### src/rtl/stopwatch_pkg.sv
// ----------------------------------------------------------------------------
// Module   : stopwatch_pkg
// Desc     : Shared types and constants for the stopwatch button front end:
//            per-channel state encoding, button indices, default timing for a
//            1 kHz clk_fast and a counter-width helper.
// Revision : 1.0 - initial release
// ----------------------------------------------------------------------------
`default_nettype none

package stopwatch_pkg;

  // Per-channel button state
  typedef enum logic [2:0] {
    ST_IDLE         = 3'd0,
    ST_PRESS_WAIT   = 3'd1,
    ST_HELD         = 3'd2,
    ST_REPEAT       = 3'd3,
    ST_RELEASE_WAIT = 3'd4
  } btn_state_e;

  // Button index assignments on the stopwatch board
  localparam int BTN_RST   = 0;
  localparam int BTN_PAUSE = 1;
  localparam int BTN_ADJ   = 2;
  localparam int BTN_SEL   = 3;

  // Default timing for a 1 kHz clk_fast (1 ms per cycle)
  localparam int DEF_NUM_BTN       = 4;
  localparam int DEF_DEB_CYCLES    = 8;    // 8 ms debounce
  localparam int DEF_HOLD_CYCLES   = 500;  // 0.5 s before first repeat
  localparam int DEF_REPEAT_CYCLES = 250;  // 4 repeats per second

  // Counter width wide enough for the largest terminal count, plus one bit
  function automatic int cnt_width(input int a, input int b, input int c);
    int m;
    m = a;
    if (b > m) m = b;
    if (c > m) m = c;
    return $clog2(m) + 1;
  endfunction

endpackage

`default_nettype wire

### src/rtl/button_event_gen_if.sv
// ----------------------------------------------------------------------------
// Module   : button_event_gen_if
// Desc     : Bundle of raw button inputs and the per-button event outputs.
//            master = board/consumer side, slave = button_event_gen.
// Revision : 1.0 - initial release
// ----------------------------------------------------------------------------
`default_nettype none

interface button_event_gen_if
  import stopwatch_pkg::*;
#(
  parameter int NUM_BTN = DEF_NUM_BTN
);

  logic [NUM_BTN-1:0] btn_raw;
  logic [NUM_BTN-1:0] btn_level;
  logic [NUM_BTN-1:0] btn_press;
  logic [NUM_BTN-1:0] btn_release;
  logic [NUM_BTN-1:0] btn_repeat;

  modport master (
    output btn_raw,
    input  btn_level,
    input  btn_press,
    input  btn_release,
    input  btn_repeat
  );

  modport slave (
    input  btn_raw,
    output btn_level,
    output btn_press,
    output btn_release,
    output btn_repeat
  );

endinterface

`default_nettype wire

### src/rtl/btn_channel.sv
// ----------------------------------------------------------------------------
// Module   : btn_channel
// Desc     : One button channel: 2-flop synchronizer, debounce/hold FSM and
//            registered level/press/release/repeat outputs.
// Revision : 1.0 - initial release
// ----------------------------------------------------------------------------
`default_nettype none

module btn_channel
  import stopwatch_pkg::*;
#(
  parameter int DEB_CYCLES    = DEF_DEB_CYCLES,
  parameter int HOLD_CYCLES   = DEF_HOLD_CYCLES,
  parameter int REPEAT_CYCLES = DEF_REPEAT_CYCLES,
  parameter bit REPEAT_EN     = 1'b0
) (
  input  logic clk_fast,
  input  logic rst,
  input  logic btn_raw_i,
  output logic btn_level_o,
  output logic btn_press_o,
  output logic btn_release_o,
  output logic btn_repeat_o
);

  localparam int            CW        = cnt_width(DEB_CYCLES, HOLD_CYCLES, REPEAT_CYCLES);
  localparam logic [CW-1:0] DEB_LAST  = CW'(DEB_CYCLES - 1);
  localparam logic [CW-1:0] HOLD_LAST = CW'(HOLD_CYCLES - 1);
  localparam logic [CW-1:0] REP_LAST  = CW'(REPEAT_CYCLES - 1);
  localparam logic [CW-1:0] CNT_ONE   = CW'(1);

  logic [1:0]    sync_q;
  logic          w_s;
  btn_state_e    state_q, state_d;
  logic [CW-1:0] deb_q, deb_d;
  logic [CW-1:0] hold_q, hold_d;
  logic          was_rep_q, was_rep_d;
  logic          level_q, level_d;
  logic          press_q, press_d;
  logic          release_q, release_d;
  logic          repeat_q, repeat_d;

  // Two-flop synchronizer on the asynchronous pin
  always_ff @(posedge clk_fast) begin
    if (rst) sync_q <= 2'b00;
    else     sync_q <= {sync_q[0], btn_raw_i};
  end

  assign w_s = sync_q[1];

  // State, counters and registered event outputs
  always_ff @(posedge clk_fast) begin
    if (rst) begin
      state_q   <= ST_IDLE;
      deb_q     <= '0;
      hold_q    <= '0;
      was_rep_q <= 1'b0;
      level_q   <= 1'b0;
      press_q   <= 1'b0;
      release_q <= 1'b0;
      repeat_q  <= 1'b0;
    end else begin
      state_q   <= state_d;
      deb_q     <= deb_d;
      hold_q    <= hold_d;
      was_rep_q <= was_rep_d;
      level_q   <= level_d;
      press_q   <= press_d;
      release_q <= release_d;
      repeat_q  <= repeat_d;
    end
  end

  // Next-state, counter updates and event decode. A single-sample debounce
  // (DEB_LAST == 0) accepts directly from IDLE/HELD/REPEAT.
  always_comb begin
    state_d   = state_q;
    deb_d     = deb_q;
    hold_d    = hold_q;
    was_rep_d = was_rep_q;
    press_d   = 1'b0;
    release_d = 1'b0;
    repeat_d  = 1'b0;

    case (state_q)
      ST_IDLE: begin
        deb_d     = '0;
        hold_d    = '0;
        was_rep_d = 1'b0;
        if (w_s) begin
          if (DEB_LAST == '0) begin
            state_d = ST_HELD;
            press_d = 1'b1;
          end else begin
            state_d = ST_PRESS_WAIT;
            deb_d   = CNT_ONE;
          end
        end
      end

      ST_PRESS_WAIT: begin
        if (!w_s) begin
          state_d = ST_IDLE;
          deb_d   = '0;
        end else if (deb_q == DEB_LAST) begin
          state_d = ST_HELD;
          press_d = 1'b1;
          deb_d   = '0;
          hold_d  = '0;
        end else begin
          deb_d = deb_q + CNT_ONE;
        end
      end

      ST_HELD: begin
        if (!w_s) begin
          was_rep_d = 1'b0;
          if (DEB_LAST == '0) begin
            state_d   = ST_IDLE;
            release_d = 1'b1;
            hold_d    = '0;
          end else begin
            state_d = ST_RELEASE_WAIT;
            deb_d   = CNT_ONE;
          end
        end else if (REPEAT_EN && (hold_q == HOLD_LAST)) begin
          state_d  = ST_REPEAT;
          repeat_d = 1'b1;
          hold_d   = '0;
        end else if (hold_q != HOLD_LAST) begin
          // saturates on non-repeating channels so the counter never wraps
          hold_d = hold_q + CNT_ONE;
        end
      end

      ST_REPEAT: begin
        if (!w_s) begin
          was_rep_d = 1'b1;
          if (DEB_LAST == '0) begin
            state_d   = ST_IDLE;
            release_d = 1'b1;
            hold_d    = '0;
          end else begin
            state_d = ST_RELEASE_WAIT;
            deb_d   = CNT_ONE;
          end
        end else if (hold_q == REP_LAST) begin
          repeat_d = 1'b1;
          hold_d   = '0;
        end else begin
          hold_d = hold_q + CNT_ONE;
        end
      end

      ST_RELEASE_WAIT: begin
        // hold_q is left untouched so the repeat cadence resumes on a bounce
        if (w_s) begin
          state_d = was_rep_q ? ST_REPEAT : ST_HELD;
          deb_d   = '0;
        end else if (deb_q == DEB_LAST) begin
          state_d   = ST_IDLE;
          release_d = 1'b1;
          deb_d     = '0;
          hold_d    = '0;
          was_rep_d = 1'b0;
        end else begin
          deb_d = deb_q + CNT_ONE;
        end
      end

      default: begin
        state_d = ST_IDLE;
        deb_d   = '0;
        hold_d  = '0;
      end
    endcase

    level_d = (state_d == ST_HELD) || (state_d == ST_REPEAT) ||
              (state_d == ST_RELEASE_WAIT);
  end

  assign btn_level_o   = level_q;
  assign btn_press_o   = press_q;
  assign btn_release_o = release_q;
  assign btn_repeat_o  = repeat_q;

endmodule

`default_nettype wire

### src/rtl/button_event_gen.sv
// ----------------------------------------------------------------------------
// Module   : button_event_gen
// Desc     : Multi-channel button front end. Produces debounced level, press,
//            release and auto-repeat events per button on clk_fast.
// Revision : 1.0 - initial release
// ----------------------------------------------------------------------------
`default_nettype none

module button_event_gen
  import stopwatch_pkg::*;
#(
  parameter int                 NUM_BTN       = DEF_NUM_BTN,
  parameter int                 DEB_CYCLES    = DEF_DEB_CYCLES,
  parameter int                 HOLD_CYCLES   = DEF_HOLD_CYCLES,
  parameter int                 REPEAT_CYCLES = DEF_REPEAT_CYCLES,
  parameter logic [NUM_BTN-1:0] REPEAT_MASK   = '0
) (
  input  logic                clk_fast,
  input  logic                rst,
  button_event_gen_if.slave   btn_if
);

  logic [NUM_BTN-1:0] w_level;
  logic [NUM_BTN-1:0] w_press;
  logic [NUM_BTN-1:0] w_release;
  logic [NUM_BTN-1:0] w_repeat;

  for (genvar gi = 0; gi < NUM_BTN; gi++) begin : g_chan
    btn_channel #(
      .DEB_CYCLES    (DEB_CYCLES),
      .HOLD_CYCLES   (HOLD_CYCLES),
      .REPEAT_CYCLES (REPEAT_CYCLES),
      .REPEAT_EN     (REPEAT_MASK[gi])
    ) u_chan (
      .clk_fast      (clk_fast),
      .rst           (rst),
      .btn_raw_i     (btn_if.btn_raw[gi]),
      .btn_level_o   (w_level[gi]),
      .btn_press_o   (w_press[gi]),
      .btn_release_o (w_release[gi]),
      .btn_repeat_o  (w_repeat[gi])
    );
  end

  assign btn_if.btn_level   = w_level;
  assign btn_if.btn_press   = w_press;
  assign btn_if.btn_release = w_release;
  assign btn_if.btn_repeat  = w_repeat;

endmodule

`default_nettype wire

### src/flat_wrapper.sv
// flat-port wrapper written by rule: the top's interface ports become plain ports
module button_event_gen_flat import stopwatch_pkg::*;
#(
  parameter int                 NUM_BTN       = DEF_NUM_BTN,
  parameter int                 DEB_CYCLES    = DEF_DEB_CYCLES,
  parameter int                 HOLD_CYCLES   = DEF_HOLD_CYCLES,
  parameter int                 REPEAT_CYCLES = DEF_REPEAT_CYCLES,
  parameter logic [NUM_BTN-1:0] REPEAT_MASK   = '0
)
  (clk_fast, rst, btn_if_btn_raw, btn_if_btn_level, btn_if_btn_press, btn_if_btn_release, btn_if_btn_repeat);
  button_event_gen_if #(.NUM_BTN(NUM_BTN)) btn_if_i ();
  input  logic clk_fast;
  input  logic rst;
  input wire logic [$bits(btn_if_i.btn_raw)-1:0] btn_if_btn_raw;
  output wire logic [$bits(btn_if_i.btn_level)-1:0] btn_if_btn_level;
  output wire logic [$bits(btn_if_i.btn_press)-1:0] btn_if_btn_press;
  output wire logic [$bits(btn_if_i.btn_release)-1:0] btn_if_btn_release;
  output wire logic [$bits(btn_if_i.btn_repeat)-1:0] btn_if_btn_repeat;
  assign btn_if_i.btn_raw = btn_if_btn_raw;
  assign btn_if_btn_level = btn_if_i.btn_level;
  assign btn_if_btn_press = btn_if_i.btn_press;
  assign btn_if_btn_release = btn_if_i.btn_release;
  assign btn_if_btn_repeat = btn_if_i.btn_repeat;
  button_event_gen #(.NUM_BTN(NUM_BTN), .DEB_CYCLES(DEB_CYCLES), .HOLD_CYCLES(HOLD_CYCLES), .REPEAT_CYCLES(REPEAT_CYCLES), .REPEAT_MASK(REPEAT_MASK)) u_core (.clk_fast(clk_fast), .rst(rst), .btn_if(btn_if_i));
endmodule
### config.mk
export PLATFORM = sky130hd
export DESIGN_NAME = button_event_gen_flat
export DESIGN_NICKNAME = d
export VERILOG_FILES = /design/src/rtl/stopwatch_pkg.sv /design/src/rtl/button_event_gen_if.sv /design/src/rtl/btn_channel.sv /design/src/rtl/button_event_gen.sv /design/src/flat_wrapper.sv
export SDC_FILE = /design/constraint.sdc
export NUM_CORES = 1
export LEC_CHECK = 0
export CORE_UTILIZATION = 45
export DETAILED_ROUTE_END_ITERATION = 12
export GPL_TIMING_DRIVEN = 0
export PLACE_DENSITY = 0.67
export SYNTH_ARGS = -nofsm -noshare
export SYNTH_HDL_FRONTEND = slang
export SYNTH_SLANG_ARGS = --single-unit
### constraint.sdc
create_clock -name clk_fast -period 2.2 [get_ports clk_fast]
set_clock_uncertainty 0.05 [all_clocks]
set_input_delay 0.44 -clock clk_fast [delete_from_list [all_inputs] [get_ports clk_fast]]
set_output_delay 0.44 -clock clk_fast [all_outputs]
set_load 0.01 [all_outputs]
==> impl_metrics.json, run 1 <==
{
  "worst_slack_ns": 0.0989,
  "clk_latency_ns": 0.41,
  "leakage_nw": 2.52,
  "critical_path.startpoint_type": "flop",
  "synth_area_leaders": "dfxtp_1, nor2_1, a21oi_1, xnor2_1, nor2b_1",
  "cts_buffers": 17,
  "drv_cap": 0,
  "synth_cells": 724,
  "power.density_nw_per_um2": 729,
  "syn_to_final_growth_pct": 18.9,
  "synth_fp_nets": 742,
  "path_class": "reg -> reg",
  "min_path_type": "reg -> reg",
  "synth-adder-area-share": 0.0243,
  "coreArea_um2": 13300,
  "hold_viol": 0,
  "n_antenna_cell": 0,
  "crit_start": "u_core.g_chan[3].u_chan.deb_q[6]",
  "worstSetupEndpointType": "flop",
  "start_util": 0.464,
  "status": "completed",
  "critical_path.max_stage_delay_ns": 0.42,
  "multiInputGateArea_um2": 3520,
  "nFillCells": 1186,
  "io_buffers": 20,
  "clock.fmax_mhz": 476,
  "post-place-ws_ns": -0.218,
  "drt_wl_total_mm": 13.6,
  "reg2regPathDepth": 6,
  "post_synth_xor_area_fraction": 0.0540,
  "whs_ns": 0.390,
  "grt_max_degree": 17,
  "grt_pass1_wl_mm": 23.0,
  "overflow": 0,
  "final_cells": 952,
  "min_to": "u_core.g_chan[0].u_chan.sync_q[1]",
  "grt_pass1_vias": 5107,
  "yosysWarnings": 0,
  "synth_compound_area_frac": 0.173,
  "synth_seq_area_share": 0.390,
  "cts_root_buffer": "clkbuf_16",
  "synthMuxAreaShare": 0.00670,
  "synth.avg_cell_area_um2": 8.52,
  "die_y_um": 119,
  "firstDrtPassIters": 5,
  "first_iter_violations": 329,
  "r2r_slack_ns": 0.1,
  "drive_gt1_frac": 0.115,
  "rows": 42,
  "num_io_pins": 22,
  "via_count": 5404,
  "met1_usage": 0.243,
  "cts_tree": "built",
  "synth_top_family_by_area": "simple AND/OR/NAND/NOR gates",
  "gr-usage-met3": 0.0532,
  "final_util": 0.552,
  "ir_drop_v": 0.000603,
  "ys_ff_latch": 120,
  "grt_use_met2": 0.334,
  "worst_slew_pin_slew_ns": 0.669,
  "dieArea_um2": 14200,
  "die_w_um": 119,
  "hold_depth": 1,
  "antenna_found_initial": 0,
  "ys_async_sr_fraction": 0,
  "yosys.area_share.simple": 0.298,
  "synth_most_common_cell": "dfxtp_1",
  "slew_violations": 0,
  "cts.reportedPaths.clkPinSlew_ns": 0.05,
  "period_needed_ns": 2.10,
  "postRouteAntennaNets": 0,
  "dp_cells": 920,
  "max-slew-margin-rel": 0.554,
  "dp_hpwl_mm": 9.27,
  "synthesis.area_um2": 6170,
  "hold_start": "u_core.g_chan[0].u_chan.sync_q[0]",
  "path_delay_family": "simple AND/OR/NAND/NOR gates",
  "yosysTopAreaCell": "dfxtp_1",
  "gp_congestion": 0.850,
  "ys_types": 74,
  "synth-edff-count": 0,
  "worstReg2RegEnd": "u_core.g_chan[3].u_chan.hold_q[3]",
  "regArea_um2": 2400,
  "fin_nets": 781,
  "synthTopCellsByCount": "dfxtp_1, nor2_1, a21oi_1, nand2_1, o21ai_0",
  "h-tree-depth": 4,
  "track_usage": 0.200,
  "r2r_start": "u_core.g_chan[3].u_chan.deb_q[6]",
  "fin_crit_sh": 0.955,
  "cp.required_ns": 2.50,
  "ys.flop_type": "dfxtp_1",
  "clockBufferDepth": 2,
  "p_total_mw": 5.35,
  "clkSinkCount": 120,
  "crit_buf_inv": 1,
  "setup_viol": 0,
  "grt_busiest_layer": "met2",
  "wl_per_cell_um": 14.3,
  "via_per_inst": 5.68,
  "drc": 0,
  "synth_top_area_share": 0.390,
  "cp.arrival_ns": 2.40,
  "crit_path_max_fanout": 10,
  "crit_chain": "nor4_4 > a311oi_4 > a311o_1 > buf_6 > or3_1 > a21oi_2",
  "slowest_stage": "nor4_4"
}
flip-flops by register name (all words and copies together) (netlist names):
register and flops:
u_core.g_chan.u_chan.btn_level_o 4, u_core.g_chan.u_chan.was_rep_q 4, u_core.g_chan.u_chan.btn_repeat_o 4, u_core.g_chan.u_chan.sync_q 8, u_core.g_chan.u_chan.btn_press_o 4, u_core.g_chan.u_chan.state_q 12, u_core.g_chan.u_chan.deb_q 40, u_core.g_chan.u_chan.hold_q 40
u_core.g_chan.u_chan.btn_release_o 4
worst max-delay path by stage:
stage	endpoint	slack, ns	cells after the start
2_1_floorplan	u_core.g_chan[1].u_chan.hold_q[3]	0.12	7
3_3_place_gp	u_core.g_chan[1].u_chan.hold_q[2]	-0.18	7
3_5_place_dp	u_core.g_chan[1].u_chan.hold_q[2]	-0.22	7
4_1_cts	u_core.g_chan[3].u_chan.hold_q[7]	0.0007	6
5_1_grt	u_core.g_chan[3].u_chan.hold_q[3]	-0.004	6
6_report	u_core.g_chan[3].u_chan.hold_q[3]	0.1	6
worst reg2reg max path: stages, from the launching register on:
cell and delay [ns]:
dfxtp_1 0.35, nor4_4 0.42, a311oi_4 0.19, a311o_1 0.38, buf_6 0.15, or3_1 0.37, a21oi_2 0.13
through the flow:
stage	TNS (ns)	cell area, um^2
after detailed placement	-3.99	6590
after global placement	-2.15	6590
final	0	7340
after CTS	0	7240
after floorplan	0	6170
after global routing	-0.00442	7340
power breakdown:
part           total [mW]  internal [mW]  switching, mW
logic               0.147         0.0523         0.0952
registers            2.20           2.19         0.0113
clock network        3.00           2.06          0.941
routing by layer:
layer,wire [um],part of all wire
met5,0,0
met4,241,0.018
met3,599,0.044
met2,6490,0.48
met1,6250,0.46
final cells by class:
type | count | area share
buffer | 45 | 0.0333
clock buffer | 23 | 0.0638
clock inverter | 9 | 0.0232
inverter | 24 | 0.0123
multi-input combinational | 533 | 0.480
sequential | 120 | 0.328
tap | 176 | 0.0300
timing repair buffer | 22 | 0.0293
layout by cell type, fill, tap and decap left out, types with 15 or more instances in the layout:
master / instances
inv_1: 24
clkdlybuf4s50_1: 20
clkbuf_16: 17
xnor2_1: 21
nor2_1: 74
clkbuf_1: 26
dfxtp_1: 119
nand4_1: 15
nor2b_1: 23
nor4_1: 15
nand3_1: 24
and3_1: 16
a21oi_1: 40
nor3_1: 19
nand2_1: 39
buf_4: 18
xor2_1: 17
o21ai_0: 31
timing repair:
action	CTS	global route
resized for setup	4	21
pin swaps	1	3
cloned	0	0
endpoints found under the setup margin	20	33
hold buffers	0	0
buffers inserted	1	1
cell families (layout without fill, tap and decap cells):
kind of cell,count (synthesis),count (layout)
xor gates and xnor gates,38,38
buffers and inverters,71,123
AOI/OAI and AO/OA,160,160
and+or+nand+nor,319,319
muxes,4,4
DFF,120,120
adders and majority gates,12,12
Power figures use the tool's default switching activity.
==> run 2: changes to the inputs <==
Settings changed: CORE_UTILIZATION 45 to 30, HOLD_SLACK_MARGIN set to 0.08, PLACE_DENSITY 0.67 to 0.5.
==> run 2 against run 1 <==
Against the previous run:
- cell area up 1.7%
- die area increased by 49%
- maximum frequency hardly changed
- critical path depth unchanged
- worst setup slack better by 0.0021 ns
- clock power rose by 2%
- sequential power hardly changed
- register-to-register slack about the same
- critical endpoint is now u_core.g_chan[2].u_chan.hold_q[7]
- largest cell class unchanged
==> impl_metrics.json, run 2 (synthesis results as in run 1) <==
{
  "status": "completed",
  "drc": 0,
  "n_antenna_cell": 0,
  "first_iter_violations": 255,
  "wl_per_cell_um": 13.4,
  "cts_buffers": 17,
  "met2_length_mm": 6.26,
  "antenna_found_initial": 0,
  "io_buffers": 20,
  "critical_path.startpoint_type": "flop",
  "leakage_nw": 2.53,
  "ir_drop_v": 0.000386,
  "nFillCells": 2077,
  "final_common_cell": "dfxtp_1",
  "num_io_pins": 22,
  "worst_slew_pin_slew_ns": 0.699,
  "period_needed_ns": 2.10,
  "hold_viol": 0,
  "gp_congestion": 0.747,
  "clkSinkCount": 120,
  "drv_cap": 0,
  "drt_wl_total_mm": 14.0,
  "postRouteAntennaNets": 0,
  "rows": 52,
  "clockBufferDepth": 2,
  "cts_tree": "built",
  "final_area_um2": 7460,
  "cts_root_buffer": "clkbuf_16",
  "highest-signal-layer": "met4",
  "via_per_inst": 5.02,
  "path_class": "reg -> reg",
  "clock.fmax_mhz": 476,
  "multiInputGateArea_um2": 3510,
  "clk_latency_ns": 0.42,
  "syn_to_final_growth_pct": 21.0,
  "dp_hpwl_mm": 9.66,
  "grt_setup_unrepaired": "yes",
  "track_usage": 0.137,
  "h-tree-depth": 4,
  "cts.reportedPaths.clkPinSlew_ns": 0.05,
  "firstDrtPassIters": 4,
  "regArea_um2": 2400,
  "coreArea_um2": 20200,
  "fin_nets": 782,
  "dp_cells": 1014,
  "final_cells": 1047,
  "via_count": 5259,
  "grt_pass1_wl_mm": 23.5,
  "routed-wl-met3_um": 412,
  "slew_violations": 0,
  "final_util": 0.370,
  "drt-met1-wl_mm": 7.25,
  "die_y_um": 145,
  "power.density_nw_per_um2": 727,
  "cp.required_ns": 2.49,
  "drive_gt1_frac": 0.115,
  "fin_crit_sh": 0.954,
  "final_cell_mix": "dfxtp_1, nor2_1, a21oi_1",
  "dpl_cell_area_um2": 6710,
  "overflow": 0,
  "grt_pass1_vias": 4868,
  "cp.arrival_ns": 2.38,
  "crit_path_max_fanout": 12,
  "max-slew-margin-rel": 0.534,
  "grt_max_degree": 17,
  "dieArea_um2": 21100,
  "die_w_um": 145,
  "setup_viol": 0,
  "largest_registers": "u_core.g_chan.u_chan.deb_q (40), u_core.g_chan.u_chan.hold_q (40), u_core.g_chan.u_chan.state_q (12)",
  "min_path_type": "reg -> reg",
  "worstSetupEndpointType": "flop",
  "start_util": 0.306
}
## run 2: repair_timing
action,CTS,global route
cloned,0,0
gates resized for setup,6,14
endpoints found under the setup margin,23,28
buffers inserted,2,1
pin swaps,1,3
hold buffers,0,0
## run 2: area by class of cell
cell class                      count  share of cell area
Buffer                             45              0.0325
Clock buffer                       24              0.0659
Clock inverter                      8              0.0221
Inverter                           24              0.0121
Multi-Input combinational cell    533               0.470
Sequential cell                   120               0.322
Tap cell                          270              0.0453
Timing Repair Buffer               23              0.0299
## run 2: path summary, 6_finish.rpt
kind,depth (start not counted),start,slack (ns),end
setup / recovery,6,u_core.g_chan[2].u_chan.deb_q[0],0.10,u_core.g_chan[2].u_chan.hold_q[7]
hold / removal,1,u_core.g_chan[0].u_chan.sync_q[0],0.38,u_core.g_chan[0].u_chan.sync_q[1]
setup reg to reg,6,u_core.g_chan[2].u_chan.deb_q[0],0.10,u_core.g_chan[2].u_chan.hold_q[7]
hold reg to reg,1,u_core.g_chan[0].u_chan.sync_q[0],0.38,u_core.g_chan[0].u_chan.sync_q[1]
## run 2: critical path, cell delays in order (launching register included)
cell     delay, ns
dfxtp_1       0.39
ha_1          0.25
nor2b_2       0.21
nand3_2       0.16
a21o_4        0.29
or4_1         0.51
a21oi_1       0.17
## run 2: per-stage QoR
step / TNS (ns) / total power [mW] / hold WS [ns] / setup WS, ns
floorplan: 0 / 2.34 / 0.364 / 0.120
global placement: -9.59 / 2.39 / 0.366 / -0.334
detailed placement: -11.32 / 2.39 / 0.371 / -0.395
CTS: 0 / 5.50 / 0.384 / 0.0330
global route: -0.0400 / 5.60 / 0.398 / -0.0400
finish: 0 / 5.43 / 0.382 / 0.101
## run 2: metal layers
metal / track usage / vias up
li1: - / 2700
met1: 0.184 / 2489
met2: 0.212 / 60
met3: 0.0323 / 10
met4: 0.0537 / 0
met5: 0 / -
## run 2: report_power, final
part / internal, mW / total (mW) / switching, mW
Clock: 2.12 / 3.07 / 0.949
Sequential: 2.19 / 2.20 / 0.0110
Combinational: 0.0537 / 0.152 / 0.0979
Total: 4.37 / 5.43 / 1.06
